[src/rtl/spi_frame_sequencer_if.sv]
// Bus bundle between the CPU-side producer, the sequencer and the SPI_TX core.
interface spi_frame_sequencer_if #(
  parameter int unsigned FIFO_DEPTH = 8
);
  localparam int unsigned LVL_W = $clog2(FIFO_DEPTH) + 1;

  logic             en;
  logic             flush;
  logic             push_valid;
  logic             push_ready;
  logic [9:0]       push_data;
  logic [LVL_W-1:0] fifo_level;
  logic             busy;
  logic             frame_done;
  logic             spi_wrt;
  logic [15:0]      spi_tx_data;
  logic             spi_done;
  logic             spi_cs_n;
  logic             spi_dc;

  // Environment side: producer controls plus the core's done level.
  modport master (
    output en, flush, push_valid, push_data, spi_done,
    input  push_ready, fifo_level, busy, frame_done,
    input  spi_wrt, spi_tx_data, spi_cs_n, spi_dc
  );

  // Sequencer side.
  modport slave (
    input  en, flush, push_valid, push_data, spi_done,
    output push_ready, fifo_level, busy, frame_done,
    output spi_wrt, spi_tx_data, spi_cs_n, spi_dc
  );
endinterface

[src/rtl/spi_frame_sequencer.sv]
// SPI frame sequencer: queues {last,dc,byte} descriptors and streams them to
// the SPI_TX core inside one chip-select window per frame.
module spi_frame_sequencer #(
  parameter int unsigned FIFO_DEPTH   = 8,
  parameter int unsigned CS_SETUP_CYC = 2,
  parameter int unsigned CS_HOLD_CYC  = 2
) (
  input logic                  clk,
  input logic                  rst_n,
  spi_frame_sequencer_if.slave bus
);

  localparam int unsigned PTR_W   = $clog2(FIFO_DEPTH);
  localparam int unsigned LVL_W   = PTR_W + 1;
  localparam int unsigned CNT_MAX = (CS_SETUP_CYC > CS_HOLD_CYC) ? CS_SETUP_CYC : CS_HOLD_CYC;
  localparam int unsigned CNT_W   = (CNT_MAX < 2) ? 1 : $clog2(CNT_MAX);

  localparam logic [LVL_W-1:0] LVL_FULL   = LVL_W'(FIFO_DEPTH);
  localparam logic [CNT_W-1:0] SETUP_LOAD = CNT_W'(CS_SETUP_CYC - 1);
  localparam logic [CNT_W-1:0] HOLD_LOAD  = CNT_W'(CS_HOLD_CYC - 1);

  typedef enum logic [2:0] {
    S_IDLE,
    S_SETUP,
    S_ISSUE,
    S_ARM,
    S_WAIT,
    S_HOLD
  } state_e;

  // Descriptor storage and pointers.
  logic [9:0]       mem_q [FIFO_DEPTH];
  logic [PTR_W-1:0] wr_ptr_q, wr_ptr_d;
  logic [PTR_W-1:0] rd_ptr_q, rd_ptr_d;
  logic [LVL_W-1:0] level_q, level_d;
  logic             push_ready_q;

  // Sequencer state and registered outputs.
  state_e           state_q;
  logic [CNT_W-1:0] cnt_q;
  logic             last_q;
  logic             busy_q;
  logic             frame_done_q;
  logic             wrt_q;
  logic [15:0]      tx_data_q;
  logic             cs_n_q;
  logic             dc_q;

  logic [9:0]       head_c;
  logic             pop_c;
  logic             push_c;
  logic             empty_c;
  logic             full_c;

  assign head_c  = mem_q[rd_ptr_q];
  assign empty_c = (level_q == '0);
  assign full_c  = (level_q == LVL_FULL);

  // A pop only happens from ISSUE when the core is idle; flush suppresses it.
  assign pop_c  = (state_q == S_ISSUE) && !empty_c && bus.spi_done && !bus.flush;

  // A push is taken when not full, or when full but a pop frees a slot this cycle.
  assign push_c = bus.push_valid && (!full_c || pop_c) && !bus.flush;

  // FIFO pointer and level next-state; flush empties the queue outright.
  always_comb begin
    wr_ptr_d = wr_ptr_q;
    rd_ptr_d = rd_ptr_q;
    level_d  = level_q;
    if (bus.flush) begin
      wr_ptr_d = '0;
      rd_ptr_d = '0;
      level_d  = '0;
    end else begin
      if (push_c) begin
        wr_ptr_d = wr_ptr_q + PTR_W'(1);
      end
      if (pop_c) begin
        rd_ptr_d = rd_ptr_q + PTR_W'(1);
      end
      level_d = level_q + LVL_W'(push_c) - LVL_W'(pop_c);
    end
  end

  // FIFO control registers.
  always_ff @(posedge clk or negedge rst_n) begin
    if (!rst_n) begin
      wr_ptr_q     <= '0;
      rd_ptr_q     <= '0;
      level_q      <= '0;
      push_ready_q <= 1'b1;
    end else begin
      wr_ptr_q     <= wr_ptr_d;
      rd_ptr_q     <= rd_ptr_d;
      level_q      <= level_d;
      push_ready_q <= (level_d != LVL_FULL);
    end
  end

  // Descriptor storage; contents are don't-care until written.
  always_ff @(posedge clk) begin
    if (push_c) begin
      mem_q[wr_ptr_q] <= bus.push_data;
    end
  end

  // Frame sequencer with registered SPI-side outputs.
  always_ff @(posedge clk or negedge rst_n) begin
    if (!rst_n) begin
      state_q      <= S_IDLE;
      cnt_q        <= '0;
      last_q       <= 1'b0;
      busy_q       <= 1'b0;
      frame_done_q <= 1'b0;
      wrt_q        <= 1'b0;
      tx_data_q    <= 16'h0000;
      cs_n_q       <= 1'b1;
      dc_q         <= 1'b1;
    end else begin
      wrt_q        <= 1'b0;
      frame_done_q <= 1'b0;
      case (state_q)
        S_IDLE: begin
          // A flush in the same cycle empties the queue, so do not open a frame.
          if (bus.en && !empty_c && bus.spi_done && !bus.flush) begin
            state_q <= S_SETUP;
            cs_n_q  <= 1'b0;
            busy_q  <= 1'b1;
            last_q  <= 1'b0;
            cnt_q   <= SETUP_LOAD;
          end
        end
        S_SETUP: begin
          if (bus.flush) begin
            state_q <= S_HOLD;
            cnt_q   <= HOLD_LOAD;
          end else if (cnt_q == '0) begin
            state_q <= S_ISSUE;
          end else begin
            cnt_q <= cnt_q - CNT_W'(1);
          end
        end
        S_ISSUE: begin
          // Empty queue with no last byte seen: hold CS low and wait for data.
          if (bus.flush) begin
            state_q <= S_HOLD;
            cnt_q   <= HOLD_LOAD;
          end else if (pop_c) begin
            wrt_q     <= 1'b1;
            tx_data_q <= {head_c[7:0], 8'h00};
            dc_q      <= head_c[8];
            last_q    <= head_c[9];
            state_q   <= S_ARM;
          end
        end
        S_ARM: begin
          // Core still shows done this cycle; skip it.
          if (bus.flush) begin
            last_q <= 1'b1;
          end
          state_q <= S_WAIT;
        end
        S_WAIT: begin
          if (bus.flush) begin
            last_q <= 1'b1;
          end
          if (bus.spi_done) begin
            if (last_q || bus.flush) begin
              state_q <= S_HOLD;
              cnt_q   <= HOLD_LOAD;
            end else begin
              state_q <= S_ISSUE;
            end
          end
        end
        S_HOLD: begin
          if (cnt_q == '0) begin
            cs_n_q       <= 1'b1;
            frame_done_q <= 1'b1;
            busy_q       <= 1'b0;
            state_q      <= S_IDLE;
          end else begin
            cnt_q <= cnt_q - CNT_W'(1);
          end
        end
        default: begin
          state_q <= S_IDLE;
          cs_n_q  <= 1'b1;
          busy_q  <= 1'b0;
        end
      endcase
    end
  end

  assign bus.push_ready  = push_ready_q;
  assign bus.fifo_level  = level_q;
  assign bus.busy        = busy_q;
  assign bus.frame_done  = frame_done_q;
  assign bus.spi_wrt     = wrt_q;
  assign bus.spi_tx_data = tx_data_q;
  assign bus.spi_cs_n    = cs_n_q;
  assign bus.spi_dc      = dc_q;

endmodule
[src/flat_wrapper.sv]
// flat-port wrapper written by rule: the top's interface ports become plain ports
module spi_frame_sequencer_flat 
#(
  parameter int unsigned FIFO_DEPTH   = 8,
  parameter int unsigned CS_SETUP_CYC = 2,
  parameter int unsigned CS_HOLD_CYC  = 2
)
  (clk, rst_n, bus_en, bus_flush, bus_push_valid, bus_push_data, bus_spi_done, bus_push_ready, bus_fifo_level, bus_busy, bus_frame_done, bus_spi_wrt, bus_spi_tx_data, bus_spi_cs_n, bus_spi_dc);
  spi_frame_sequencer_if #(.FIFO_DEPTH(FIFO_DEPTH)) bus_i ();
  input logic clk;
  input logic rst_n;
  input wire logic [$bits(bus_i.en)-1:0] bus_en;
  input wire logic [$bits(bus_i.flush)-1:0] bus_flush;
  input wire logic [$bits(bus_i.push_valid)-1:0] bus_push_valid;
  input wire logic [$bits(bus_i.push_data)-1:0] bus_push_data;
  input wire logic [$bits(bus_i.spi_done)-1:0] bus_spi_done;
  output wire logic [$bits(bus_i.push_ready)-1:0] bus_push_ready;
  output wire logic [$bits(bus_i.fifo_level)-1:0] bus_fifo_level;
  output wire logic [$bits(bus_i.busy)-1:0] bus_busy;
  output wire logic [$bits(bus_i.frame_done)-1:0] bus_frame_done;
  output wire logic [$bits(bus_i.spi_wrt)-1:0] bus_spi_wrt;
  output wire logic [$bits(bus_i.spi_tx_data)-1:0] bus_spi_tx_data;
  output wire logic [$bits(bus_i.spi_cs_n)-1:0] bus_spi_cs_n;
  output wire logic [$bits(bus_i.spi_dc)-1:0] bus_spi_dc;
  assign bus_i.en = bus_en;
  assign bus_i.flush = bus_flush;
  assign bus_i.push_valid = bus_push_valid;
  assign bus_i.push_data = bus_push_data;
  assign bus_i.spi_done = bus_spi_done;
  assign bus_push_ready = bus_i.push_ready;
  assign bus_fifo_level = bus_i.fifo_level;
  assign bus_busy = bus_i.busy;
  assign bus_frame_done = bus_i.frame_done;
  assign bus_spi_wrt = bus_i.spi_wrt;
  assign bus_spi_tx_data = bus_i.spi_tx_data;
  assign bus_spi_cs_n = bus_i.spi_cs_n;
  assign bus_spi_dc = bus_i.spi_dc;
  spi_frame_sequencer #(.FIFO_DEPTH(FIFO_DEPTH), .CS_SETUP_CYC(CS_SETUP_CYC), .CS_HOLD_CYC(CS_HOLD_CYC)) u_core (.clk(clk), .rst_n(rst_n), .bus(bus_i));
endmodule
[config.mk]
export PLATFORM = sky130hd
export DESIGN_NAME = spi_frame_sequencer_flat
export DESIGN_NICKNAME = d
export VERILOG_FILES = /design/src/rtl/spi_frame_sequencer_if.sv /design/src/rtl/spi_frame_sequencer.sv /design/src/flat_wrapper.sv
export SDC_FILE = /design/constraint.sdc
export NUM_CORES = 1
export LEC_CHECK = 0
export BUFFER_PORTS_ARGS = -buffer_cell sky130_fd_sc_hd__buf_4
export CAP_MARGIN = 0
export CORE_MARGIN = 8
export CORE_UTILIZATION = 40
export CTS_CLUSTER_DIAMETER = 80
export DETAILED_ROUTE_END_ITERATION = 10
export HOLD_SLACK_MARGIN = 0.15
export SYNTH_ARGS = -nofsm -noshare
export SYNTH_HDL_FRONTEND = slang
export SYNTH_SLANG_ARGS = --single-unit
export TNS_END_PERCENT = 5
[constraint.sdc]
create_clock -name clk -period 2.8 [get_ports clk]
set_input_delay 0.56 -clock clk [delete_from_list [all_inputs] [get_ports clk]]
set_output_delay 0.56 -clock clk [all_outputs]
set_load 0.05 [all_outputs]
==> results by group <==
STA
  • Worst Clk Skew: 0.00698 ns
  • Post-route setup slack: 0.228 ns
  • FMAX: 0.389 GHz
  • Pin slew with the least headroom to its limit: 0.793 ns
  • Final setup viols: 0
  • Count of final hold-check violations: 0
  • Worst slew slack as a fraction of its limit: 0.471
  • Final critical-path share of the clock period: 0.919
  • Minimum period implied by the final worst setup slack: 2.57 ns
  • Number of max-slew violations in the final report: 0
  • Unrepaired setup endpoints after global routing: no

Layout
  • # fillers: 994
  • Top library cells by usage in the layout, fill and taps aside: 80 x sky130_fd_sc_hd__edfxtp_1, 49 x sky130_fd_sc_hd__buf_4, 24 x sky130_fd_sc_hd__dfrtp_1, 23 x sky130_fd_sc_hd__nor2_1, 20 x sky130_fd_sc_hd__mux4_2
  • Synth-to-layout area growth: 17.7%
  • Most common cell after layout, fill and taps aside: sky130_fd_sc_hd__edfxtp_1
  • Layout Cell Area excl Fill: 0.00551 mm²
  • Total inserted antenna cells: 0
  • Proportion of layout cells with a drive suffix above 1: 0.309
  • Area taken by flip-flops and latches: 0.00313 mm²
  • Area of the multi-input gates: 0.00144 mm²
  • Net count reported at finish: 363

Power
  • Leakage power total: 1.98 nW
  • Reg power frac: 0.448
  • Power share of the combinational group: 0.249
  • Internal cell power: 3.04 mW
  • Power Density: 809 mW/mm²
  • Portion of total power attributed to the clock network: 0.303
  • Switching power share of the total: 0.318
  • Worst-case vdd ir drop: 634 µV
  • Net Switching: 1.42 mW

Clock tree
  • TritonCTS Sinks: 109
  • CTS tree: built
  • Total number of H-tree levels: 3
  • Insertion delay of the later-clocked pin in the worst-skew pair: 0.34 ns
  • Clk slew on worst S/H paths: 0.08 ns
  • Clock Tree Buf Depth: 2
  • Buffer type at the clock tree root: sky130_fd_sc_hd__clkbuf_16
  • Inserted Clock Buffers: 9

Place
  • Estimated wirelength of the detail-placed design: 5.92 mm
  • Total of buffers placed on input and output ports: 33
  • Worst setup timing slack at the placement stage: 0.0916 ns
  • RePlAce Congestion: 0.802
  • Total placed instance area: 0.00515 mm²

Critical path
  • Slowest library cell on the worst path: sky130_fd_sc_hd__dfrtp_2
  • Worst reg-to-reg setup slack: 0.23 ns
  • Max incr delay on CP: 0.40 ns
  • CP endpoint kind: flip-flop
  • CP most frequent cell: sky130_fd_sc_hd__ha_1
  • Worst setup path endpoint: u_core.bus.push_ready
  • Endpoint of the worst register-to-register path: u_core.bus.push_ready
  • Worst path cell trace: inv_1, ha_1, nor3b_4, nor3_2, ha_1, inv_1, ha_1, fa_1, xnor2_1, nor2_1, nor4_2, nand2b_1
  • Worst Reg2Reg Path Length in Cells: 12
  • Critical Path AT: 2.84 ns
  • Worst Path Buf+Inv: 2
  • Critical path start-end classification: flip-flop to flip-flop
  • Worst flop-to-flop path startpoint: u_core.bus.fifo_level[2]
  • CP startpoint kind: flip-flop
  • Cell type group with the largest total delay on the critical path: adder cells
  • First element of the critical path: u_core.bus.fifo_level[2]
  • Data required, critical path: 3.07 ns
  • Worst Path Max Fanout: 5
  • Stages on the worst setup path: 12

Synth
  • Part of the Yosys area used for sequential elements: 0.669
  • Seq cells post-synth: 109
  • YS warnings: 0
  • Number of flops mapped to enable cells by yosys: 80
  • Leading post-synthesis cells by cell area: sky130_fd_sc_hd__edfxtp_1 51%, sky130_fd_sc_hd__dfrtp_1 14%, sky130_fd_sc_hd__mux4_2 9.6%, sky130_fd_sc_hd__ha_1 2.1%, sky130_fd_sc_hd__mux2i_1 2.1%
  • Number of instances in the synthesized netlist: 293
  • Combined area of all synthesized cells: 0.00468 mm²
  • Mapped Avg Cell Area: 16.0 µm²
  • Yosys top cell area share: 0.513
  • Number of library cell types mapped by synthesis: 51
  • Dominant cell type by area after synthesis: sky130_fd_sc_hd__edfxtp_1
  • Primary flip-flop cell chosen by synthesis mapping: sky130_fd_sc_hd__edfxtp_1
  • Share of synthesized flip-flops with an asynchronous set or reset: 0.266

Floorplan
  • Floorplan Core Area: 0.0114 mm²
  • Die span in x: 124 µm
  • Boundary Pins: 42
  • Starting Density: 0.410
  • Die Ht: 124 µm
  • Cell row count: 39
  • Overall die area: 0.0154 mm²

Global route
  • Wire length of the first global-routing pass: 14.7 mm
  • Maximum number of pins on one net before global-route repair: 30
  • Global routing usage summed across all routing layers: 0.121
  • Sum of overflow across all layers after global routing: 0
  • Antenna violations before repair: 0
  • Vias in the first global route: 2665

Routing
  • Post-detailed-route DRC marker count: 0
  • Average routed wire per standard cell: 18.5 µm
  • Vias: 2513
  • Post-DR vias/cell: 5.17
  • Total wire length after detailed routing: 8.97 mm
  • First DRT Iteration DRCs: 176
  • First-pass detailed-route iteration total: 4
  • Routed Antenna Nets: 0

Status
  • Status: finished clean

Hold path
  • Class of the tightest hold or removal check: input pin to flip-flop

Run
  • Number of max-cap violations: 0
-- metrics by stage --
step	TNS (ns)	hold WS, ns	power [mW]	std cells	util
2_1_floorplan	-0.00561	0.264	2.80	300	-
3_3_place_gp	0	0.497	3.10	467	0.451
3_5_place_dp	0	0.514	3.12	467	0.451
4_1_cts	0	0.436	4.48	484	0.481
5_1_grt	0	0.432	4.68	486	0.483
6_report	0	0.444	4.46	486	0.483
-- power groups by stage --
stage          registers [mW]  logic (mW)  clock network, mW
6_report                 2.00        1.11               1.35
3_3_place_gp             2.03        1.08                  0
4_1_cts                  2.00        1.09               1.39
3_5_place_dp             2.03        1.09                  0
2_1_floorplan            2.28       0.522                  0
5_1_grt                  2.02        1.21               1.45
-- cell type report --
class | instances | share of cell area
Inverter | 10 | 0.00681
Clock inverter | 7 | 0.0184
Multi-Input combinational cell | 157 | 0.261
Tap cell | 143 | 0.0325
Clock buffer | 9 | 0.0409
Sequential cell | 109 | 0.569
Timing Repair Buffer | 51 | 0.0722
-- sequential cells by signal, summed over array words and instances, names as in the netlist, 3 cells and up --
| register | flops |
|---|---|
| u_core.bus.spi_tx_data | 8 |
| u_core.mem_q | 80 |
| u_core.rd_ptr_q | 3 |
| u_core.state_q | 3 |
| u_core.bus.fifo_level | 4 |
| u_core.wr_ptr_q | 3 |
-- cell usage after synthesis (all sizes together) (2+ instances only) --
| cell type | n |
|---|---|
| nand3 | 4 |
| buf | 15 |
| inv | 10 |
| clkbuf | 9 |
| a21o | 2 |
| a21oi | 17 |
| dfstp | 3 |
| nand2b | 2 |
| edfxtp | 80 |
| o31ai | 3 |
| and4b | 2 |
| nor4b | 4 |
| nor2b | 5 |
| ha | 8 |
| o21ai | 7 |
| dfrtp | 26 |
| nand2 | 7 |
| nor3b | 2 |
| nor3 | 5 |
| nor4 | 3 |
| nor2 | 23 |
| mux4 | 20 |
| mux2i | 10 |
| xnor2 | 4 |
| mux2 | 2 |
| or3 | 2 |
-- metal layers --
layer	vias to the layer above	GRT usage	routed length, µm
met3	8	0.0366	441
met1	1255	0.155	4180
li1	1196	-	-
met2	54	0.194	4260
met4	0	0.0383	93
met5	-	0	0
-- worst min-delay path by stage --
stage	endpoint	slack, ns	start	cells after the start
after floorplan	u_core.bus.busy	0.26	rst_n	0
after global placement	u_core.bus.spi_dc	0.50	u_core.bus.spi_dc	2
after detailed placement	u_core.bus.spi_dc	0.51	u_core.bus.spi_dc	2
after CTS	u_core.mem_q[3][5]	0.44	bus_push_data[5]	1
after global routing	u_core.mem_q[2][5]	0.43	bus_push_data[5]	1
final	u_core.mem_q[1][1]	0.44	bus_push_data[1]	1
-- kinds of logic after synthesis --
group,synth area share
XOR/XNOR,0.00935
AND/OR/NAND/NOR,0.0828
flip-flops,0.669
multiplexers,0.122
AO/OA/AOI/OAI,0.0529
adder cells (fa/ha/maj),0.0278
buffers and inverters,0.0353
other,0.000801
-- timing repair --
action	CTS	global route
hold endpoints to repair	26	0
buffers inserted	0	2
hold buffers	1	0
setup endpoints to repair	0	1
gates resized for setup	0	1
Power figures use the tool's default switching activity.
